### config.mk
export PLATFORM = sky130hd
export DESIGN_NAME = adc_capture_ctrl_flat
export DESIGN_NICKNAME = d
export VERILOG_FILES = /design/src/rtl/adc_pkg.sv /design/src/rtl/adc_capture_ctrl_if.sv /design/src/rtl/adc_trig_detect.sv /design/src/rtl/adc_capture_ctrl.sv /design/src/flat_wrapper.sv
export SDC_FILE = /design/constraint.sdc
export NUM_CORES = 1
export LEC_CHECK = 0
export ABC_AREA = 1
export BUFFER_PORTS_ARGS = -buffer_cell sky130_fd_sc_hd__buf_2
export CORE_ASPECT_RATIO = 0.6
export CORE_UTILIZATION = 30
export CTS_CLUSTER_DIAMETER = 100
export DETAILED_ROUTE_END_ITERATION = 16
export GPL_ROUTABILITY_DRIVEN = 1
export PLACE_DENSITY = 0.51
export SLEW_MARGIN = 20
export SYNTH_ARGS = -nofsm -noshare
export SYNTH_HDL_FRONTEND = slang
export SYNTH_SLANG_ARGS = --single-unit
### constraint.sdc
create_clock -name clk -period 2.35 [get_ports clk]
set_clock_uncertainty 0.05 [all_clocks]
set_input_delay 0.47 -clock clk [delete_from_list [all_inputs] [get_ports clk]]
set_output_delay 0.47 -clock clk [all_outputs]
set_load 0.005 [all_outputs]
### src/rtl/adc_pkg.sv
// ============================================================================
// Module   : adc_pkg
// Brief    : Shared types and constants for the AD9226 capture sequencer.
// Revision : 1.0 - initial release
// ============================================================================
`default_nettype none

package adc_pkg;

   localparam int DEF_DATA_WIDTH = 16;
   localparam int DEF_REG_WIDTH  = 32;

   localparam logic [1:0] TRIG_IMM  = 2'd0;
   localparam logic [1:0] TRIG_RISE = 2'd1;
   localparam logic [1:0] TRIG_FALL = 2'd2;

   typedef enum logic [2:0] {
      ST_IDLE      = 3'd0,
      ST_WAIT_TRIG = 3'd1,
      ST_CAPTURE   = 3'd2,
      ST_DRAIN     = 3'd3,
      ST_DONE      = 3'd4
   } state_t;

endpackage

`default_nettype wire

### src/rtl/adc_capture_ctrl_if.sv
// ============================================================================
// Module   : adc_capture_ctrl_if
// Brief    : Sample-in / AXI-Stream-out bus of the capture sequencer.
// Revision : 1.0 - initial release
// ============================================================================
`default_nettype none

interface adc_capture_ctrl_if
   import adc_pkg::*;
#(
   parameter int DATA_WIDTH = DEF_DATA_WIDTH
);

   logic [DATA_WIDTH-1:0] s_data;
   logic                  s_valid;
   logic [DATA_WIDTH-1:0] m_axis_tdata;
   logic                  m_axis_tvalid;
   logic                  m_axis_tready;
   logic                  m_axis_tlast;

   // Capture controller side: consumes decimated samples, masters the stream.
   modport master (
      input  s_data,
      input  s_valid,
      input  m_axis_tready,
      output m_axis_tdata,
      output m_axis_tvalid,
      output m_axis_tlast
   );

   // Environment side: decimator producing samples, DMA accepting the stream.
   modport slave (
      output s_data,
      output s_valid,
      output m_axis_tready,
      input  m_axis_tdata,
      input  m_axis_tvalid,
      input  m_axis_tlast
   );

endinterface

`default_nettype wire

### src/rtl/adc_trig_detect.sv
// ============================================================================
// Module   : adc_trig_detect
// Brief    : Level-crossing trigger detector with previous-sample history.
// Revision : 1.0 - initial release
// ============================================================================
`default_nettype none

module adc_trig_detect
   import adc_pkg::*;
#(
   parameter int DATA_WIDTH = DEF_DATA_WIDTH
) (
   input  wire logic                  clk,
   input  wire logic                  rst,
   input  wire logic                  i_clear,
   input  wire logic                  i_arm,
   input  wire logic [1:0]            i_mode,
   input  wire logic [DATA_WIDTH-1:0] i_level,
   input  wire logic [DATA_WIDTH-1:0] i_data,
   input  wire logic                  i_valid,
   output logic                       o_trig_hit
);

   logic [DATA_WIDTH-1:0] r_prev;
   logic                  r_prev_valid;
   logic                  w_cond;

   // Crossing modes need a prior sample; mode 3 falls back to immediate.
   always_comb begin
      w_cond = 1'b1;
      case (i_mode)
         TRIG_RISE: w_cond = r_prev_valid && (r_prev < i_level) && (i_data >= i_level);
         TRIG_FALL: w_cond = r_prev_valid && (r_prev > i_level) && (i_data <= i_level);
         default:   w_cond = 1'b1;
      endcase
   end

   assign o_trig_hit = i_valid && i_arm && w_cond;

   always_ff @(posedge clk) begin
      if (rst || i_clear) begin
         r_prev       <= '0;
         r_prev_valid <= 1'b0;
      end else if (i_valid && i_arm && !w_cond) begin
         r_prev       <= i_data;
         r_prev_valid <= 1'b1;
      end
   end

endmodule

`default_nettype wire

### src/rtl/adc_capture_ctrl.sv
// ============================================================================
// Module   : adc_capture_ctrl
// Brief    : Triggered capture sequencer, decimator output to AXI-Stream DMA.
// Revision : 1.0 - initial release
// ============================================================================
`default_nettype none

module adc_capture_ctrl
   import adc_pkg::*;
#(
   parameter int DATA_WIDTH = DEF_DATA_WIDTH,
   parameter int REG_WIDTH  = DEF_REG_WIDTH
) (
   input  wire logic                  clk,
   input  wire logic                  rst,
   input  wire logic                  cfg_start,
   input  wire logic                  cfg_abort,
   input  wire logic [REG_WIDTH-1:0]  cfg_decimate,
   input  wire logic [REG_WIDTH-1:0]  cfg_length,
   input  wire logic [1:0]            cfg_trig_mode,
   input  wire logic [DATA_WIDTH-1:0] cfg_trig_level,
   output logic                       dec_enable,
   output logic [REG_WIDTH-1:0]       dec_decimate,
   adc_capture_ctrl_if.master         bus,
   output logic                       busy,
   output logic                       done,
   output logic                       overflow,
   output logic [REG_WIDTH-1:0]       sample_count
);

   state_t                r_state;
   state_t                w_next_state;

   logic [REG_WIDTH-1:0]  r_len;
   logic [REG_WIDTH-1:0]  r_decimate;
   logic [1:0]            r_mode;
   logic [DATA_WIDTH-1:0] r_level;

   logic [DATA_WIDTH-1:0] r_tdata;
   logic                  r_tvalid;
   logic                  r_tlast;
   logic [REG_WIDTH-1:0]  r_count;
   logic                  r_done;
   logic                  r_ovf;
   logic                  r_abort_pending;

   logic                  w_hs;
   logic                  w_can_load;
   logic                  w_last;
   logic                  w_trig_arm;
   logic                  w_trig_hit;
   logic                  w_start;
   logic                  w_load;
   logic                  w_ovf_set;
   logic                  w_done_set;
   logic                  w_force_last;
   logic                  w_set_abort;

   assign w_hs       = r_tvalid && bus.m_axis_tready;
   assign w_can_load = !r_tvalid || w_hs;
   assign w_last     = ((r_count + 1'b1) == r_len);
   assign w_trig_arm = (r_state == ST_WAIT_TRIG) && !cfg_abort;

   adc_trig_detect #(
      .DATA_WIDTH (DATA_WIDTH)
   ) u_trig (
      .clk        (clk),
      .rst        (rst),
      .i_clear    (w_start),
      .i_arm      (w_trig_arm),
      .i_mode     (r_mode),
      .i_level    (r_level),
      .i_data     (bus.s_data),
      .i_valid    (bus.s_valid),
      .o_trig_hit (w_trig_hit)
   );

   always_ff @(posedge clk) begin
      if (rst) begin
         r_state <= ST_IDLE;
      end else begin
         r_state <= w_next_state;
      end
   end

   always_comb begin
      w_next_state = r_state;
      w_start      = 1'b0;
      w_load       = 1'b0;
      w_ovf_set    = 1'b0;
      w_done_set   = 1'b0;
      w_force_last = 1'b0;
      w_set_abort  = 1'b0;
      case (r_state)
         ST_IDLE, ST_DONE: begin
            if (cfg_start && !cfg_abort) begin
               w_start      = 1'b1;
               w_next_state = ST_WAIT_TRIG;
            end
         end
         ST_WAIT_TRIG: begin
            if (cfg_abort) begin
               w_next_state = ST_IDLE;
            end else if (w_trig_hit) begin
               w_load       = 1'b1;
               w_next_state = w_last ? ST_DRAIN : ST_CAPTURE;
            end
         end
         ST_CAPTURE: begin
            // An abort with a stalled beat closes the packet on that beat.
            if (cfg_abort) begin
               if (r_tvalid && !bus.m_axis_tready) begin
                  w_force_last = 1'b1;
                  w_set_abort  = 1'b1;
                  w_next_state = ST_DRAIN;
               end else begin
                  w_next_state = ST_IDLE;
               end
            end else if (bus.s_valid) begin
               if (w_can_load) begin
                  w_load = 1'b1;
                  if (w_last) begin
                     w_next_state = ST_DRAIN;
                  end
               end else begin
                  w_ovf_set = 1'b1;
               end
            end
         end
         ST_DRAIN: begin
            if (w_hs && r_tlast) begin
               w_next_state = r_abort_pending ? ST_IDLE : ST_DONE;
               w_done_set   = !r_abort_pending;
            end
         end
         default: w_next_state = ST_IDLE;
      endcase
   end

   always_ff @(posedge clk) begin
      if (rst) begin
         r_len           <= '0;
         r_decimate      <= '0;
         r_mode          <= '0;
         r_level         <= '0;
         r_count         <= '0;
         r_done          <= 1'b0;
         r_ovf           <= 1'b0;
         r_abort_pending <= 1'b0;
      end else begin
         if (w_start) begin
            r_len           <= (cfg_length == '0) ? REG_WIDTH'(1) : cfg_length;
            r_decimate      <= cfg_decimate;
            r_mode          <= cfg_trig_mode;
            r_level         <= cfg_trig_level;
            r_count         <= '0;
            r_done          <= 1'b0;
            r_ovf           <= 1'b0;
            r_abort_pending <= 1'b0;
         end else begin
            if (w_load && (r_count != r_len)) begin
               r_count <= r_count + 1'b1;
            end
            if (w_ovf_set) begin
               r_ovf <= 1'b1;
            end
            if (w_done_set) begin
               r_done <= 1'b1;
            end
            if (w_set_abort) begin
               r_abort_pending <= 1'b1;
            end
         end
      end
   end

   always_ff @(posedge clk) begin
      if (rst) begin
         r_tdata  <= '0;
         r_tvalid <= 1'b0;
         r_tlast  <= 1'b0;
      end else if (w_load) begin
         r_tdata  <= bus.s_data;
         r_tvalid <= 1'b1;
         r_tlast  <= w_last;
      end else if (w_force_last) begin
         r_tlast  <= 1'b1;
      end else if (w_hs) begin
         r_tvalid <= 1'b0;
         r_tlast  <= 1'b0;
      end
   end

   assign bus.m_axis_tdata  = r_tdata;
   assign bus.m_axis_tvalid = r_tvalid;
   assign bus.m_axis_tlast  = r_tlast;

   assign dec_enable   = (r_state == ST_WAIT_TRIG) || (r_state == ST_CAPTURE);
   assign busy         = (r_state == ST_WAIT_TRIG) || (r_state == ST_CAPTURE) ||
                         (r_state == ST_DRAIN);
   assign dec_decimate = r_decimate;
   assign done         = r_done;
   assign overflow     = r_ovf;
   assign sample_count = r_count;

endmodule

`default_nettype wire
### src/flat_wrapper.sv
// flat-port wrapper written by rule: the top's interface ports become plain ports
module adc_capture_ctrl_flat import adc_pkg::*;
#(
   parameter int DATA_WIDTH = DEF_DATA_WIDTH,
   parameter int REG_WIDTH  = DEF_REG_WIDTH
)
  (clk, rst, cfg_start, cfg_abort, cfg_decimate, cfg_length, cfg_trig_mode, cfg_trig_level, dec_enable, dec_decimate, busy, done, overflow, sample_count, bus_s_data, bus_s_valid, bus_m_axis_tready, bus_m_axis_tdata, bus_m_axis_tvalid, bus_m_axis_tlast);
  adc_capture_ctrl_if #(.DATA_WIDTH(DATA_WIDTH)) bus_i ();
  input  wire logic clk;
  input  wire logic rst;
  input  wire logic cfg_start;
  input  wire logic cfg_abort;
  input  wire logic [REG_WIDTH-1:0] cfg_decimate;
  input  wire logic [REG_WIDTH-1:0] cfg_length;
  input  wire logic [1:0] cfg_trig_mode;
  input  wire logic [DATA_WIDTH-1:0] cfg_trig_level;
  output logic dec_enable;
  output logic [REG_WIDTH-1:0] dec_decimate;
  output logic busy;
  output logic done;
  output logic overflow;
  output logic [REG_WIDTH-1:0] sample_count;
  input wire logic [$bits(bus_i.s_data)-1:0] bus_s_data;
  input wire logic [$bits(bus_i.s_valid)-1:0] bus_s_valid;
  input wire logic [$bits(bus_i.m_axis_tready)-1:0] bus_m_axis_tready;
  output wire logic [$bits(bus_i.m_axis_tdata)-1:0] bus_m_axis_tdata;
  output wire logic [$bits(bus_i.m_axis_tvalid)-1:0] bus_m_axis_tvalid;
  output wire logic [$bits(bus_i.m_axis_tlast)-1:0] bus_m_axis_tlast;
  assign bus_i.s_data = bus_s_data;
  assign bus_i.s_valid = bus_s_valid;
  assign bus_i.m_axis_tready = bus_m_axis_tready;
  assign bus_m_axis_tdata = bus_i.m_axis_tdata;
  assign bus_m_axis_tvalid = bus_i.m_axis_tvalid;
  assign bus_m_axis_tlast = bus_i.m_axis_tlast;
  adc_capture_ctrl #(.DATA_WIDTH(DATA_WIDTH), .REG_WIDTH(REG_WIDTH)) u_core (.clk(clk), .rst(rst), .cfg_start(cfg_start), .cfg_abort(cfg_abort), .cfg_decimate(cfg_decimate), .cfg_length(cfg_length), .cfg_trig_mode(cfg_trig_mode), .cfg_trig_level(cfg_trig_level), .dec_enable(dec_enable), .dec_decimate(dec_decimate), .bus(bus_i), .busy(busy), .done(done), .overflow(overflow), .sample_count(sample_count));
endmodule
# Word-level counts from Yosys, hierarchy flattened
# Index checks and enable logic that the tools add are counted.
# word_totals
reg_bits	155
inputBits	104
elab_cells	100
# op_classes
n_addsub	1
n_lt_le_gt_ge	4
n_eq_ne	15
n_mux	36
reduce_logical	30
# op_table
cell	n
adder 32 x 1 -> 32 bit (second input constant)	1
== test 32 bit	1
logical NOT 32 bit	1
two-way mux 32 bit	1
inequality test 32 bit	1
two-way mux 3 bit	9
two-way mux 1 bit	22
greater-or-equal comparator 16 bit	1
> comparator 16 bit	1
<= comparator 16 bit	1
less-than comparator 16 bit	1
logical AND 1 bit	13
case mux 3 bit (4 select lines)	1
== test 3 x 2 -> 1 bit (second input constant)	2
inequality test 2 x 1 -> 1 bit (second input constant)	3
inequality test 3 x 2 -> 1 bit (second input constant)	2
inequality test 3 bit (second input constant)	2
AND reduction 6 bit	1
logical NOT 1 bit	5
logical OR 1 bit	4
case mux 1 bit (2 select lines)	2
OR reduction 2 bit	2
== test 3 x 1 -> 1 bit (second input constant)	1
== test 3 bit (second input constant)	1
other kinds (7)	7

# Longest topological paths before layout
# logic_depth
depth_word	10
mapped_depth	23
mapped_depth_nobuf	21

# Cells and area by module
# Synthesis repeated with hierarchy kept, for this count alone.
# unflattened
hier_cells	1167
hier_area_um2	8368.0
# by_module_without_submodules
module	n_inst	cells_each	area_per_inst_um2
adc_capture_ctrl	1	912	6615.1
adc_trig_detect	1	255	1752.9

# Worst setup path after synthesis
# OpenSTA, ideal clock, no wires.
# synth_timing
kind	input -> register
start	input bus_s_data[9]
end	register u_core.r_count[14], in the netlist u_core.sample_count[14]
setup_ps	115
t_arrival_ps	2179
required_ps	2185
setup_slack_ps	6
path_stages	18
n_path_buf	2
cell_sequence	ha_1 nand2_1 inv_1 o21ai_0 a21oi_1 nor2_1 nand2_1 nand2_1 nand2_1 nand3_1 nand2_1 nand2_1 buf_2 nand2_2 inv_2 buf_4 nand3_1 and3_1
# synth_between
elab_chain_cells	8
elab_cells_between_ends	10
classes_between	2 x order compare; 4 x mux; 4 x reduce/logical
# synth_lines
item	line	text
start, declared	flat_wrapper.sv:23	input wire logic [$bits(bus_i.s_data)-1:0] bus_s_data;
<= comparator 16 bit / greater-or-equal comparator 16 bit (equally long branches)	adc_trig_detect.sv:33, adc_trig_detect.sv:32	
logical AND 1 bit (on tied branches)	adc_trig_detect.sv:33, adc_trig_detect.sv:32	
case mux 1 bit (2 select lines) *	adc_trig_detect.sv:31	case (i_mode)
logical AND 1 bit *	adc_trig_detect.sv:38	assign o_trig_hit = i_valid && i_arm && w_cond;
two-way mux 1 bit *	adc_capture_ctrl.sv:104	end else if (w_trig_hit) begin
two-way mux 1 bit *	adc_capture_ctrl.sv:102	if (cfg_abort) begin
case mux 1 bit (2 select lines) *	adc_capture_ctrl.sv:94	case (r_state)
logical AND 1 bit *	adc_capture_ctrl.sv:161	if (w_load && (r_count != r_len)) begin
end signal, assigned	adc_capture_ctrl.sv:162	r_count <= r_count + 1'b1;
end, declared	adc_capture_ctrl.sv:42	logic [REG_WIDTH-1:0] r_count;
# Mark *: on every way between the ends. The rest lies on a longest branch, timed or not.
# A chain may end at the register's enable or synchronous reset.

# Worst setup path after layout
# layout_timing
start	register u_core.r_count[1], in the netlist u_core.sample_count[1]
end	register u_core.r_count[30], in the netlist u_core.sample_count[30]
# layout_between
elab_chain_cells	2
elab_cells_between_ends	3
classes_between	1 x add/sub; 1 x eq/ne; 1 x reduce/logical
# layout_lines
item
parallel branches: the longest is 2 deep, another holds adder 32 x 1 -> 32 bit
# Parallel ways; which one is timed is not known.

==> impl_table.tex <==
\begin{tabular}{lr}
\hline
Metric & Value \\
\hline
\multicolumn{2}{l}{\textbf{Route}} \\
\quad Drt pass-1 iters & 5 \\
\quad Via Count & approximately 9,000 \\
\quad Ratio of routed vias to standard cells & 4.78 \\
\quad Initial DRC count & about 670 \\
\quad Routed length per placed instance & 17.2 um \\
\quad Drt drc & 0 \\
\quad Final wirelength & about 33 mm \\
\quad Final ANT Viol Nets & 0 \\
\multicolumn{2}{l}{\textbf{STA}} \\
\quad Final Hold Vio Count & 0 \\
\quad Slew margin rel. & about 68\% \\
\quad Final setup violating endpoints & 32 \\
\quad Tmin final & around 2.4 ns \\
\quad Pins Over Slew Limit & 0 \\
\quad Maximum clock frequency & 411 MHz \\
\quad Setup repair after global routing missed its margin & yes \\
\quad Period utilization & 103\% \\
\quad Final setup margin & -0.0803 ns \\
\quad Measured slew at the worst slew-check pin & 0.470 ns \\
\multicolumn{2}{l}{\textbf{Floorplanning}} \\
\quad Starting Density & between 30\% and 40\% \\
\quad Vertical extent of the die & $\sim$130 um \\
\quad Area of the placeable core & between 20,000 and 30,000 sq um \\
\quad I/O Pins & 190 \\
\quad Number of core rows & 46 \\
\quad Die Area & 28,600 sq um \\
\quad Width of the die & $\sim$220 um \\
\multicolumn{2}{l}{\textbf{Yosys}} \\
\quad Register bit count reported by yosys & 155 \\
\quad Library cell with the largest summed area after synthesis & dfxtp\_1 \\
\quad Share of Yosys cell area claimed by the top area cell type & 37.0\% \\
\quad Count of unique library cells instantiated by Yosys & 46 \\
\quad Most frequent cells after synthesis & nand2\_1 (270), dfxtp\_1 (155), inv\_1 (142), nor2\_1 (140), nand3\_1 (84) \\
\quad Most common cell in the synthesized netlist & nand2\_1 \\
\quad Mapped Avg Cell Area & 7.05 sq um \\
\quad Largest cells by area after synthesis & dfxtp\_1 (37\%), nand2\_1 (12\%), inv\_1 (6.4\%) \\
\quad EDFF count, synth & 0 \\
\quad Fraction of the yosys area taken by sequential cells & 37.0\% \\
\quad Leading register cell type out of synthesis & dfxtp\_1 \\
\quad Share of synthesized registers carrying an async set or reset & 0\% \\
\quad Post-Synthesis Cell Area & 8380 sq um \\
\quad Count of synthesis-stage warnings from yosys & 0 \\
\quad Synth Instances & roughly 1,200 \\
\quad Net count after synthesis & 1,328 \\
\multicolumn{2}{l}{\textbf{Hold path}} \\
\quad Kind of path behind the tightest hold check & input port to register \\
\quad Cell depth of the worst hold path & 3 \\
\multicolumn{2}{l}{\textbf{Setup path}} \\
\quad Crit path depth & 11 \\
\quad Critical path type & register to register \\
\quad Critical path's largest stage delay & 0.36 ns \\
\quad Slowest CP cell & xnor2\_1 \\
\quad Count of buffering cells on the critical path with inverters included & 4 \\
\quad Worst setup EP type & register \\
\quad Crit-path leading delay family & simple AND/OR/NAND/NOR gates \\
\quad Depth of the worst register-to-register path & 11 \\
\quad Critical path peak fanout & 5 \\
\quad Critical Path, Cell by Cell & buf\_6 -> xnor2\_1 -> nand4\_1 -> nor3\_1 -> buf\_4 -> nand3\_1 -> nand2\_8 -> clkinv\_8 -> clkbuf\_16 -> o21ai\_1 -> a21oi\_1 \\
\quad Data required, critical path & between 2 and 3 ns \\
\quad Data arrival at the endpoint of the critical path & approximately 2.7 ns \\
\quad CP Launch Type & register \\
\multicolumn{2}{l}{\textbf{Placement}} \\
\quad Worst slack after detailed placement & -0.400 ns \\
\quad Placed cell areas & about 11,000 sq um \\
\quad IO buf count & around 190 \\
\quad GPL Wtd Cong & 0.951 \\
\quad Total half-perimeter wirelength after legalization and detailed placement & between 20 and 30 mm \\
\multicolumn{2}{l}{\textbf{Layout}} \\
\quad Signed area change from the synthesized netlist to the final layout & 52.9\% \\
\quad Antenna Cells & 0 \\
\quad Layout Cell Area excl Fill & 12,800 sq um \\
\quad Share of cells above drive strength 1 & between 40 and 50\% \\
\quad Net count reported at finish & about 1,700 \\
\multicolumn{2}{l}{\textbf{GRT}} \\
\quad Gr usage total & a little under a quarter \\
\quad Vias in the first global route & between 8,000 and 9,000 \\
\quad Maximum number of pins on one net before global-route repair & 52 \\
\quad First-pass GRT wire length & 49.7 mm \\
\quad Initial antenna violation count & 0 \\
\quad Overall overflow remaining after global route & 0 \\
\multicolumn{2}{l}{\textbf{Clock tree}} \\
\quad Clock sink total & approximately 160 \\
\quad Number of buffers added by the clock tree synthesis step & 17 \\
\quad Largest buffer count on any clock path & 2 \\
\quad Post-CTS Hold Buffers & 0 \\
\quad Clock-pin slew on the worst setup and hold paths & approximately 0.060 ns \\
\quad Worst-Skew Late Latency & 0.45 ns \\
\quad Clock tree root buffer cell & clkbuf\_16 \\
\quad CTS tree & built \\
\quad Level count of the clock H-tree & 4 \\
\multicolumn{2}{l}{\textbf{Run status}} \\
\quad Violations in the final reports & setup timing \\
\quad Result of the run & complete, but fails checks \\
\multicolumn{2}{l}{\textbf{Job}} \\
\quad Number of max-capacitance violations reported & 0 \\
\multicolumn{2}{l}{\textbf{Power and ir drop}} \\
\quad Max VDD drop & 0.401 mV \\
\quad Power density over cell area & just over 600 nW/um\^{}2 \\
\quad Pleak & 0.00601 uW \\
\hline
\end{tabular}
-- power breakdown --
part           leakage, uW  internal (uW)  switching [uW]  total, uW
clock network     0.000280           1620            1190       2820
logic              0.00446            898            1160       2050
registers          0.00127           2810             137       2950
-- area by class of cell --
cell class                 instances  area, sq um
clock inverter                    10          116
timing repair buffer             390         2670
sequential                       155         3130
inverter                         147          584
fill                            2758        14100
tap                              360          450
multi-input combinational        846         5400
clock buffer                      22          464
-- layer usage --
layer  GRT usage [%]  vias up  part of all wire [%]
met5               0        -                     0
met4            4.55        0                  0.93
met3            6.30       18                   8.4
met2            29.0      281                    37
met1            37.4     4281                    53
li1                -     4638                     -
-- per-stage QoR --
stage                     utilization, %  TNS, ns  std cells  hold slack, ns  power (uW)
after floorplan                        -        0       1189           0.388        3850
after global placement              41.2   -15.92       1878           0.386        4690
after detailed placement            41.2   -16.65       1878           0.392        4710
after CTS                           44.9   -0.294       1916           0.150        7670
after global routing                47.6    -4.59       1930           0.169        8200
final                               47.6    -1.31       1930           0.171        7820
-- worst min-delay path, stage by stage --
cell and delay (ns):
buf_2 0.07, nand2_1 0.04, o21ai_0 0.05
-- logic make-up after synthesis --
logic type,synth area share [%]
flip-flops,37.0
XOR/XNOR,3.75
AO/OA/AOI/OAI,14.5
buffers and inverters,8.63
AND/OR/NAND/NOR,30.9
adder cells (fa/ha/maj),5.22
-- registers in the layout, summed over array words and instances (netlist names) --
name / cells
u_core.overflow: 1
u_core.dec_decimate: 32
u_core.u_trig.r_prev_valid: 1
u_core.bus.m_axis_tdata: 16
u_core.bus.m_axis_tlast: 1
u_core.r_len: 32
u_core.done: 1
u_core.bus.m_axis_tvalid: 1
u_core.u_trig.r_prev: 16
u_core.r_level: 16
u_core.sample_count: 32
u_core.r_mode: 2
u_core.r_abort_pending: 1
u_core.r_state: 3
-- worst paths after layout --
check                         startpoint                      end  slack [ns]
setup reg to reg  u_core.sample_count[1]  u_core.sample_count[30]       -0.08
setup / recovery  u_core.sample_count[1]  u_core.sample_count[30]       -0.08
hold reg to reg              u_core.done              u_core.done        0.40
hold / removal         cfg_trig_level[1]        u_core.r_level[1]        0.17
-- timing repair --
action                                 in CTS  in global routing
setup endpoints to repair                  55                 54
buffers inserted                            7                 13
gates cloned                                1                  1
resized for setup                          97                170
pin swaps                                  39                 73
endpoints found under the hold margin       0                  0
-- cells in the final DEF, fill, tap and decap left out, drive strengths merged, types with 7 or more instances in the layout --
cell type | netlist | final
ha | 35 | 35
clkbuf | 31 | 23
dfxtp | 155 | 155
o21ai | 78 | 78
and3 | 9 | 9
inv | 145 | 144
o21bai | 9 | 9
nand3 | 87 | 87
nand2 | 284 | 284
nor2 | 155 | 155
clkinv | 2 | 8
buf | 10 | 389
a22o | 33 | 33
xor2 | 7 | 7
xnor2 | 28 | 28
a21oi | 43 | 43
o22ai | 11 | 11
nand4 | 17 | 17
nor3 | 12 | 12
a211oi | 17 | 17
(Power assumes the default switching activity.)
